[src/rtl/ysyx_25010008_lfsr.sv]
// ysyx_25010008_lfsr
// Free-running Fibonacci LFSR that produces a pseudo-random, never-zero value
// every clock. The memory model uses it as a randomised access delay.
// The state shifts left and the feedback enters at the LSB. The tap set is
// chosen from WIDTH when the design is elaborated.
module ysyx_25010008_lfsr #(
   parameter int                WIDTH = 8,
   parameter logic [WIDTH-1:0]  SEED  = {{(WIDTH-1){1'b0}}, 1'b1}
) (
   input  logic             clk,
   input  logic             rst,
   output logic [WIDTH-1:0] dout
);

   // Maximal-length tap masks. Bit n-1 is set for polynomial term x^n.
   // A zero mask marks an unsupported width.
   function automatic logic [15:0] tap_mask(input int w);
      logic [15:0] m;
      case (w)
         32'd4:   m = 16'h000C;   // 4,3
         32'd5:   m = 16'h0014;   // 5,3
         32'd6:   m = 16'h0030;   // 6,5
         32'd7:   m = 16'h0060;   // 7,6
         32'd8:   m = 16'h00B8;   // 8,6,5,4
         32'd9:   m = 16'h0110;   // 9,5
         32'd10:  m = 16'h0240;   // 10,7
         32'd11:  m = 16'h0500;   // 11,9
         32'd12:  m = 16'h0829;   // 12,6,4,1
         32'd13:  m = 16'h100D;   // 13,4,3,1
         32'd14:  m = 16'h2015;   // 14,5,3,1
         32'd15:  m = 16'h6000;   // 15,14
         32'd16:  m = 16'hD008;   // 16,15,13,4
         default: m = 16'h0000;
      endcase
      return m;
   endfunction

   localparam logic [15:0]      TAP_MASK16 = tap_mask(WIDTH);
   localparam logic [WIDTH-1:0] TAPS       = TAP_MASK16[WIDTH-1:0];
   // An all-zero seed would lock the register at zero, so it becomes 1.
   localparam logic [WIDTH-1:0] EFF_SEED   = (SEED == {WIDTH{1'b0}}) ?
                                             {{(WIDTH-1){1'b0}}, 1'b1} : SEED;

   if ((WIDTH < 4) || (WIDTH > 16)) begin : g_bad_width
      $error("ysyx_25010008_lfsr: WIDTH %0d unsupported (4..16)", WIDTH);
   end

   logic [WIDTH-1:0] r_state;
   logic [WIDTH-1:0] w_next;
   logic             w_fb;

   // Next state: shift in the feedback bit, or restart from the seed if the state is all-zero.
   always_comb begin
      w_fb   = ^(r_state & TAPS);
      w_next = EFF_SEED;
      if (r_state == {WIDTH{1'b0}}) begin
         w_next = EFF_SEED;
      end else begin
         w_next = {r_state[WIDTH-2:0], w_fb};
      end
   end

   // State register: synchronous reset to the seed, otherwise advance one step.
   always_ff @(posedge clk) begin
      if (rst) begin
         r_state <= EFF_SEED;
      end else begin
         r_state <= w_next;
      end
   end

   assign dout = r_state;

endmodule

[config.mk]
export PLATFORM = sky130hd
export DESIGN_NAME = ysyx_25010008_lfsr
export DESIGN_NICKNAME = d
export VERILOG_FILES = /design/src/rtl/ysyx_25010008_lfsr.sv
export SDC_FILE = /design/constraint.sdc
export NUM_CORES = 1
export LEC_CHECK = 0
export BUFFER_PORTS_ARGS = -buffer_cell sky130_fd_sc_hd__buf_4
export CORE_AREA = 2 2 39 41
export DETAILED_ROUTE_END_ITERATION = 8
export DIE_AREA = 0 0 41 43
export GPL_ROUTABILITY_DRIVEN = 0
export PLACE_DENSITY = 0.44
export SYNTH_ARGS = -nofsm -noshare
export SYNTH_HDL_FRONTEND = slang
export SYNTH_SLANG_ARGS = --single-unit
[constraint.sdc]
create_clock -name clk -period 1.6 [get_ports clk]
set_input_delay 0.32 -clock clk [delete_from_list [all_inputs] [get_ports clk]]
set_output_delay 0.32 -clock clk [all_outputs]
set_load 0.005 [all_outputs]
==> summary.md, run 1 <==
| Metric | Value |
|---|---|
| Ys Warns | 0 |
| Initial Utilization | 0.204 |
| Final period util | 0.875 |
| LEAKAGE | 0.167 nW |
| Most common cell after layout, fill and taps aside | buf_4 |
| DRT Pass-1 Iters | 4 |
| R2r setup slk | 0.20 ns |
| Power per cell area | 1030 nW/um2 |
| Yosys cell types | 11 |
| I/O Buffers | 9 |
| Number of global-route vias before repair | 201 |
| Critical path startpoint category | flop |
| Layout cell share with drive strength beyond 1 | 0.389 |
| CORE AREA | 1380 um2 |
| Top post-synthesis cells by area | dfxtp_1 (57%), nor2b_1 (11%), nor4_4 (7.5%), or4b_4 (4.9%), ha_1 (4.4%) |
| Worst path arrival time | 1.53 ns |
| Reg-to-Reg Start | dout[5] |
| CTS Root Cell | clkbuf_4 |
| Pins over their slew limit | 0 |
| Mean post-synth cell area | 11.8 um2 |
| Critical path capture point type | flop |
| Antenna Violating Nets Remaining | 0 |
| Global-route wire length before repair | 862 um |
| Vias per Instance | 4.04 |
| Clock transition at the registers of the reported paths | 0.05 ns |
| Global route overflow | 0 |
| Synth Register Bits | 8 |
| Slew headroom | 0.836 |
| Nets | 41 |
| Clk_skew | 0.000863 ns |
| Post-synthesis cell count | 24 |
| Setup Fix Bufs, Post-CTS | 0 |
| Worst VDD drop | 0.287 mV |
| DR vias | 210 |
| Drt initial violations | 4 |
| HP Start | rst |
| WL/cell | 9.96 um |
| Synthesized net count | 27 |
| Crit. Startpoint | dout[5] |
| H-tree depth | 1 |
| Least-Margin Pin Slew | 0.244 ns |
| RSZ-0062 raised after global routing | no |
| Count of max-cap constraint violations | 0 |
| Die area | 1760 um2 |
| Initial antenna violation count | 0 |
| Area Overhead vs Synth | 38.9% |
| Chip width | 41 um |
| Worst min-delay path class | input pin to flop |
| Worst Setup Slack, final | 0.199 ns |
| CTS tree | done |
| Ant. Diodes | 0 |
| Hold Vio Cnt, Final | 0 |
| Resized Gates After CTS | 0 |
| Detailed placement HPWL | 414 um |
| Total Routing Usage GR | 0.0786 |
| DRC viols | 0 |
| Max reg flops | 8 |
| Later-pin clock latency in the skew report | 0.25 ns |
| CTS Buf Count | 3 |
| Fillers | 149 |
| Clk sinks | 8 |
| Post-synth top area share | 0.566 |
| WL final | 518 um |
| Largest net degree at the start of global routing | 9 |
| Dpl ws | 0.207 ns |
| CP Class | flop to flop |
| # setup viols final | 0 |
| Cts hold-fix bufs | 0 |
| Commonest cells after routing, fill and taps aside | buf_4 (9), dfxtp_1 (8), nor2b_1 (5) |
| CP required | 1.73 ns |
| Tmin final | 1.40 ns |
| Post-synthesis cell area | 283 um2 |
| TNS Setup | 0 ns |
| Core Rows | 14 |
| Crit Path Max Fanout | 2 |
| Clock tree buffer depth | 2 |
| Die Span Y | 43 um |
| Leading area contributor after synthesis | dfxtp_1 |
| Seq/Total Area, Yosys | 0.566 |
| Max frequency | 0.714 GHz |
| Ports | 10 |
| Run status | finished, final reports clean |
[area by class of cell]
cell class | instances | area, um2 | share of cell area
clock buffer | 3 | 22.5 | 0.0573
multi-input combinational | 14 | 115 | 0.293
tap | 16 | 20.0 | 0.0510
sequential | 8 | 160 | 0.408
inverter | 2 | 7.51 | 0.0191
timing repair buffer | 9 | 67.6 | 0.172
[critical path, stage by stage (launching register included)]
cell	delay (ns)
dfxtp_1	0.34
inv_1	0.06
ha_1	0.28
xnor2_1	0.14
a21oi_1	0.13
or3b_1	0.34
[report_power, final]
group	switching (W)	internal, W	total [W]
Sequential	0.00000755	0.000209	0.000216
Clock	0.0000652	0.0000856	0.000151
Combinational	0.0000146	0.0000249	0.0000395
Total	0.0000873	0.000319	0.000406
[synthesized netlist by cell type]
master	instances
a21oi_1	1
dfxtp_1	8
ha_1	1
inv_1	2
nor2_1	1
nor2b_1	5
nor3_1	2
nor4_4	1
or3b_1	1
or4b_4	1
xnor2_1	1
[cell families (layout without fill, tap and decap cells)]
group	count (synthesis)	count (layout)	share of synthesized area
simple gates	11	11	0.314
flops	8	8	0.566
buf+inv	2	14	0.0266
fa+ha+maj	1	1	0.0442
compound gates	1	1	0.0177
xor+xnor	1	1	0.0310
[per-layer routing]
metal  wire length, um  track usage  vias to the layer above
met5                 0            0                        -
met4                 0       0.0600                        0
met3                48       0.0524                        0
met2               224       0.0875                        7
met1               245        0.101                       98
li1                  -            -                      105
[through the flow]
stage	utilization	power (W)	hold slack [ns]	cells	instance area [um2]
4_1_cts	0.284	0.000415	0.287	52	393
2_1_floorplan	-	0.000239	0.392	24	283
5_1_grt	0.284	0.000432	0.287	52	393
3_3_place_gp	0.268	0.000260	0.468	49	370
6_report	0.284	0.000406	0.294	52	393
3_5_place_dp	0.268	0.000261	0.476	49	370
[worst paths after layout]
| kind | depth (start not counted) | endpoint |
|---|---|---|
| worst min register to register | 2 | dout[5] |
| worst max register to register | 5 | dout[0] |
| worst min-delay path | 2 | dout[2] |
| worst max-delay path | 5 | dout[0] |
(Power assumes the default switching activity.)
==> inputs of run 2 (changes only) <==
ABC_AREA = 1   (was unset)
CTS_CLUSTER_SIZE = 20   (was unset)
PLACE_DENSITY = 0.46   (was 0.44)
==> run 2 against run 1 <==
- die area is the same
- final cell count grew 31%
- combinational power grew 61%
- synthesized area grew 8.4%
- first-iteration DRC count is the same
- wire length shrank 7.7%
- sequential power is essentially flat
- non-clock buffer count is the same
- largest cell class unchanged
- largest power group unchanged
- highest routed layer is now met4
==> summary.md, run 2 <==
| Metric | Value |
|---|---|
| Run status | finished, final reports clean |
| Largest net degree at the start of global routing | 8 (-1) |
| Layout Utilization | 0.301 (+0.0172) |
| Reg-to-Reg Start | dout[4] |
| Nets | 57 (+39%) |
| Sw power | 0.000100 W (+15%) |
| Initial antenna violation count | 0 (unchanged) |
| Cell internal pwr | 0.000327 W (+2.4%) |
| Seq/Total Area, Yosys | 0.522 (-0.0439) |
| Chain of cells forming the critical path | inv_1, ha_1, inv_1, nand2_1, nand2_1, nand2_1, nand2_1, nand3_1 |
| Post-synth top cells | inv_1 (9), dfxtp_1 (8), nand2_1 (8), nor2_1 (7) |
| Ys Warns | 0 (unchanged) |
| Most frequent cell after synthesis | inv_1 |
| Antenna Violating Nets Remaining | 0 (unchanged) |
| CP max stage delay | 0.32 ns (-0.02 ns) |
| CP required | 1.73 ns (about the same) |
| CP Class | flop to flop |
| Global-route wire length before repair | 821 um (-4.8%) |
| Primary FF master, synth | dfxtp_1 |
| Synth Register Bits | 8 (unchanged) |
| Clock power frac | 0.341 (-0.030) |
| Async set-reset flop share out of synthesis | 0 (unchanged) |
| Crit Path Max Fanout | 2 (unchanged) |
| Clock transition at the registers of the reported paths | 0.05 ns (about the same) |
| Mean post-synth cell area | 7.66 um2 (-35%) |
| Critical path buffers and inverters | 2 (+1) |
| Chip width | 41 um (unchanged) |
| Cts hold-fix bufs | 0 (unchanged) |
| Fillers | 154 (+3.4%) |
| EDFF count, synth | 0 (unchanged) |
| Synthesized net count | 43 (+59%) |
| Layout cell share with drive strength beyond 1 | 0.327 (-0.0620) |
| Comb power frac | 0.149 (+0.052) |
| Drt initial violations | 4 (unchanged) |
| DR vias | 251 (+20%) |
| H-tree depth | 1 (unchanged) |
| Leading area contributor after synthesis | dfxtp_1 |
| Critical path capture point type | flop |
| Initial Utilization | 0.222 (+0.0172) |
| Worst VDD drop | 0.309 mV (+7.7%) |
| Die area | 1760 um2 (unchanged) |
| Post-synthesis cell count | 40 (+67%) |
| Yosys cell types | 10 (-1) |
| Ports | 10 (unchanged) |
| CTS Buf Count | 3 (unchanged) |
| Commonest cells after routing, fill and taps aside | inv_1 (9), buf_4 (9), nand2_1 (8), dfxtp_1 (8), nor2_1 (7) |
| Later-pin clock latency in the skew report | 0.24 ns (about the same) |
| Slowest cell on the critical path | dfxtp_1 |
| Area Overhead vs Synth | 35.9% |
| Die Span Y | 43 um (unchanged) |
| Max frequency | 0.892 GHz (+25%) |
| DRT Pass-1 Iters | 2 (-2) |
| Post-synth top area share | 0.522 (-0.0439) |
| # setup viols final | 0 (unchanged) |
| Final period util | 0.700 (-0.175) |
| Global route overflow | 0 (unchanged) |
| CTS Root Cell | clkbuf_4 |
| Total Routing Usage GR | 0.0774 (-0.00124) |
| DRC viols | 0 (unchanged) |
| WL/cell | 7.03 um (-29%) |
| TNS Setup | 0 ns (unchanged) |
| Clk sinks | 8 (unchanged) |
| Net Sw Frac | 0.234 (+0.0196) |
| CP most frequent cell | nand2_1 |
| Pins over their slew limit | 0 (unchanged) |
| Detailed placement HPWL | 415 um (+0.24%) |
| Ant. Diodes | 0 (unchanged) |
| Hold Vio Cnt, Final | 0 (unchanged) |
| WL final | 478 um (-7.7%) |
| Worst min-delay path class | input pin to flop |
| Worst path arrival time | 1.25 ns (-0.28 ns) |
| Flop pwr share | 0.510 (-0.022) |
| CTS tree | done |
| Crit. Startpoint | dout[4] |
| Post-synthesis cell area | 307 um2 (+8.4%) |
| Power per cell area | 1020 nW/um2 (-1.0%) |
| Top delay family on crit path | flip-flops |
| Top post-synthesis cells by area | dfxtp_1 (52%), inv_1 (11%), nand2_1 (9.8%), nor2_1 (8.6%), ha_1 (4.1%) |
| Core Rows | 14 (unchanged) |
| Resized Gates After CTS | 0 (unchanged) |
| Least-Margin Pin Slew | 0.125 ns (-0.119 ns) |
| Tmin final | 1.12 ns (-0.280 ns) |
| Clock tree buffer depth | 2 (unchanged) |
| Vias per Instance | 3.69 (-8.6%) |
| Clk_skew | 0.00160 ns (+0.000741 ns) |
| HP Start | rst |
| CORE AREA | 1380 um2 (unchanged) |
| Max reg flops | 8 (unchanged) |
| I/O Buffers | 9 (unchanged) |
| Setup Fix Bufs, Post-CTS | 0 (unchanged) |
| Slew headroom | 0.916 (+0.0801) |
| RSZ-0062 raised after global routing | no |
| Number of global-route vias before repair | 233 (+16%) |
| LEAKAGE | 0.209 nW (+25%) |
| Count of max-cap constraint violations | 0 (unchanged) |
| Critical path startpoint category | flop |
## run 2: cell count changes in the layout (fill, tap and decap cells not counted), sizes merged
cell and change:
a21oi -1, inv +8, nand2 +10, nand3 +2
nor2 +8, nor2b -5, nor3 -2, nor4 -1
or3b -1, or4b -1, xnor2 -1
## run 2: area by class of cell
| class | count | area (um2) | area share |
|---|---|---|---|
| clock buffer | 3 | 22.5 | 0.0541 |
| multi-input combinational | 22 | 109 | 0.261 |
| inverter | 10 | 37.5 | 0.0901 |
| timing repair buffer | 9 | 67.6 | 0.162 |
| tap | 16 | 20.0 | 0.0480 |
| sequential | 8 | 160 | 0.384 |
## run 2: power by group through the flow
stage	logic (W)	clock network (W)	registers, W
finish	0.0000636	0.000146	0.000217
global route	0.0000722	0.000161	0.000219
CTS	0.0000655	0.000153	0.000218
detailed placement	0.0000653	0	0.000222
global placement	0.0000671	0	0.000222
floorplan	0.0000388	0	0.000223
## run 2: cell families after synthesis
group / Yosys count / share of synthesized area
flops: 8 / 0.522
buf+inv: 10 / 0.122
fa+ha+maj: 1 / 0.0408
simple gates: 21 / 0.314
## run 2: final timing paths
check	to	slack, ns	depth (start not counted)
worst max-delay path	dout[0]	0.48	8
worst min-delay path	dout[0]	0.32	3
worst max register to register	dout[0]	0.48	8
worst min register to register	dout[2]	0.45	2
## run 2: stage by stage
| step | instance area (um2) | total power (W) | instances | worst slack, ns | hold WS, ns |
|---|---|---|---|---|---|
| final | 417 | 0.000427 | 68 | 0.479 | 0.320 |
| after CTS | 417 | 0.000436 | 68 | 0.461 | 0.321 |
| after global routing | 417 | 0.000452 | 68 | 0.371 | 0.329 |
| after floorplan | 307 | 0.000262 | 40 | 0.517 | 0.446 |
| after global placement | 394 | 0.000289 | 65 | 0.492 | 0.453 |
| after detailed placement | 394 | 0.000287 | 65 | 0.475 | 0.450 |
## run 2: worst reg2reg max path: cells and delay by family, from the launching register on
| kind | cells | cell delay [ns] |
|---|---|---|
| and+or+nand+nor | 5 | 0.26 |
| adders and majority gates | 1 | 0.31 |
| buffers and inverters | 2 | 0.11 |
| DFF | 1 | 0.32 |
## run 2: metal layers
layer	GRT usage	share of wire	vias up
li1	-	-	138
met1	0.0871	0.43	105
met2	0.0906	0.47	6
met3	0.0314	0.059	2
met4	0.100	0.042	0
met5	0	0	-
==> inputs of run 3 (changes only) <==
PLACE_DENSITY = 0.47   (was 0.46)
clock period = 1 ns   (was 1.6 ns; I/O delays follow)
==> run 3 against run 2 <==
- the run now ends with negative setup slack left
- worst hold slack worse by 0.13 ns
- die area unchanged
- total power is 67% higher
- largest power group unchanged
==> summary.md, run 3 (same netlist as run 2, synthesis figures left out) <==
| Metric | Value |
|---|---|
| Crit Path Max Fanout | 2 (unchanged) |
| Clock transition at the registers of the reported paths | 0.05 ns (about the same) |
| CTS Root Cell | clkbuf_4 |
| Clock tree buffer depth | 2 (unchanged) |
| Run status | complete, but fails checks |
| Hold Vio Cnt, Final | 0 (unchanged) |
| CP max stage delay | 0.33 ns (about the same) |
| Max frequency | 0.970 GHz (+8.7%) |
| Multi-input gate area | 139 um2 (+28%) |
| Tmin final | 1.03 ns (-0.0893 ns) |
| Slowest cell on the critical path | dfxtp_2 |
| DR vias | 270 (+7.6%) |
| Commonest cells after routing, fill and taps aside | buf_4 (11), inv_1 (6), nor2_2 (6) |
| CP required | 1.13 ns (-0.60 ns) |
| CTS tree | done |
| Hold Slack | 0.195 ns (-0.126 ns) |
| Detailed placement HPWL | 424 um (+2.2%) |
| CORE AREA | 1380 um2 (unchanged) |
| Chain of cells forming the critical path | inv_2, ha_4, inv_2, nand2_2, nand3_1, nand2_1, nand3_1 |
| # setup viols final | 3 (+3) |
| CTS Buf Count | 3 (unchanged) |
| Critical path startpoint category | flop |
| Die area | 1760 um2 (unchanged) |
| CP Class | flop to flop |
| Clk_skew | 0.00334 ns (+0.00174 ns) |
| Final Instance Area | 465 um2 (+12%) |
| WL final | 569 um (+19%) |
| Die Span Y | 43 um (unchanged) |
| Violated checks | negative setup slack |
| Reg-to-Reg Start | dout[5] |
| Layout cell share with drive strength beyond 1 | 0.611 (+0.284) |
| Global-route wire length before repair | 848 um (+3.3%) |
| I/O Buffers | 9 (unchanged) |
| LEAKAGE | 0.220 nW (+5.2%) |
| Hold Crit Endpoint | dout[0] |
| Global route overflow | 0 (unchanged) |
| RSZ-0062 raised after global routing | yes |
| Clk sinks | 8 (unchanged) |
| Reg area | 164 um2 (+2.3%) |
| HP Start | rst |
| H-tree depth | 1 (unchanged) |
| Number of global-route vias before repair | 219 (-6.0%) |
| Top delay family on crit path | flip-flops |
| Ports | 10 (unchanged) |
| Critical path capture point type | flop |
| Chip width | 41 um (unchanged) |
| Critical path buffers and inverters | 2 (unchanged) |
| Largest net degree at the start of global routing | 8 (unchanged) |
| Drt initial violations | 2 (-2) |
| Final period util | 1.03 (+0.331) |
| Nets | 59 (+3.5%) |
| Placed instance area | 417 um2 (+5.7%) |
| Total Routing Usage GR | 0.0836 (+0.00620) |
| Most common cell after layout, fill and taps aside | buf_4 |
| Power per cell area | 1530 nW/um2 (+49%) |
| Worst min-delay path class | input pin to flop |
| Crit Reg-Reg Endpoint | dout[0] |
| Max reg flops | 8 (unchanged) |
| Initial Utilization | 0.222 (unchanged) |
| Antenna Violating Nets Remaining | 0 (unchanged) |
| Least-Margin Pin Slew | 0.131 ns (+0.00606 ns) |
| Worst r2r path cells | 7 (-1) |
| Area Overhead vs Synth | 51.8% |
| Initial antenna violation count | 0 (unchanged) |
| Count of max-cap constraint violations | 0 (unchanged) |
| Slew headroom | 0.912 (-0.00405) |
| Worst Setup Slack, final | -0.0314 ns (-0.511 ns) |
| Worst VDD drop | 0.468 mV (+51%) |
| Vias per Instance | 3.86 (+4.5%) |
| Pins over their slew limit | 0 (unchanged) |
| Fillers | 153 (-0.65%) |
| DRC viols | 0 (unchanged) |
| WL/cell | 8.13 um (+16%) |
| WHS Path Cells | 3 (unchanged) |
| Later-pin clock latency in the skew report | 0.25 ns (about the same) |
| DRT Pass-1 Iters | 2 (unchanged) |
| R2r setup slk | -0.03 ns (-0.51 ns) |
| Core Rows | 14 (unchanged) |
| Ant. Diodes | 0 (unchanged) |
| Worst path arrival time | 1.16 ns (-0.09 ns) |
## run 3: cell types whose count changed in the layout (fill, tap and decap cells not counted), sizes merged
cell	change
buf	+2
## run 3: what timing repair did
| action | in CTS | in global routing |
|---|---|---|
| endpoints found under the hold margin | 0 | 0 |
| endpoints found under the setup margin | 7 | 9 |
| setup buffers | 1 | 0 |
| pin swaps | 5 | 1 |
| gates cloned | 0 | 0 |
| gates resized for setup | 3 | 6 |
| hold buffers | 0 | 0 |
## run 3: final cells by class
| class | count | area share |
|---|---|---|
| multi-input cells | 22 | 0.298 |
| well taps | 16 | 0.0430 |
| inverters | 10 | 0.0806 |
| clock buffers | 3 | 0.0484 |
| flip-flops and latches | 8 | 0.352 |
| repair buffers | 11 | 0.177 |
## run 3: worst max path at each step
stage / from / cells past startpoint / slack [ns] / to
after global placement: dout[4] / 7 / -0.04 / dout[0]
final: dout[5] / 7 / -0.03 / dout[0]
after floorplan: dout[5] / 8 / 0.004 / dout[0]
after detailed placement: dout[5] / 8 / -0.05 / dout[0]
after CTS: dout[4] / 8 / -0.05 / dout[0]
after global routing: dout[4] / 7 / -0.09 / dout[0]
## run 3: power by group
part | switching [W] | internal (W)
Sequential | 0.0000119 | 0.000339
Clock | 0.000104 | 0.000137
Combinational | 0.0000648 | 0.0000557
## run 3: metal layers
| metal | track usage | vias up | share of wire |
|---|---|---|---|
| li1 | - | 143 | - |
| met1 | 0.0909 | 124 | 0.48 |
| met2 | 0.0875 | 3 | 0.50 |
| met3 | 0.0471 | 0 | 0.018 |
| met4 | 0.120 | 0 | 0 |
| met5 | 0 | - | 0 |
## run 3: worst min-delay path, stage by stage
cell,delay [ns]
buf_4,0.07
inv_1,0.06
nand3_1,0.08
## run 3: through the flow
stage / setup WS, ns / power [W] / utilization / cells / TNS, ns
2_1_floorplan: 0.00380 / 0.000420 / - / 40 / 0
3_3_place_gp: -0.0415 / 0.000465 / 0.301 / 66 / -0.0415
3_5_place_dp: -0.0470 / 0.000465 / 0.301 / 66 / -0.106
4_1_cts: -0.0488 / 0.000719 / 0.326 / 70 / -0.0626
5_1_grt: -0.0863 / 0.000764 / 0.336 / 70 / -0.395
6_report: -0.0314 / 0.000712 / 0.336 / 70 / -0.0399
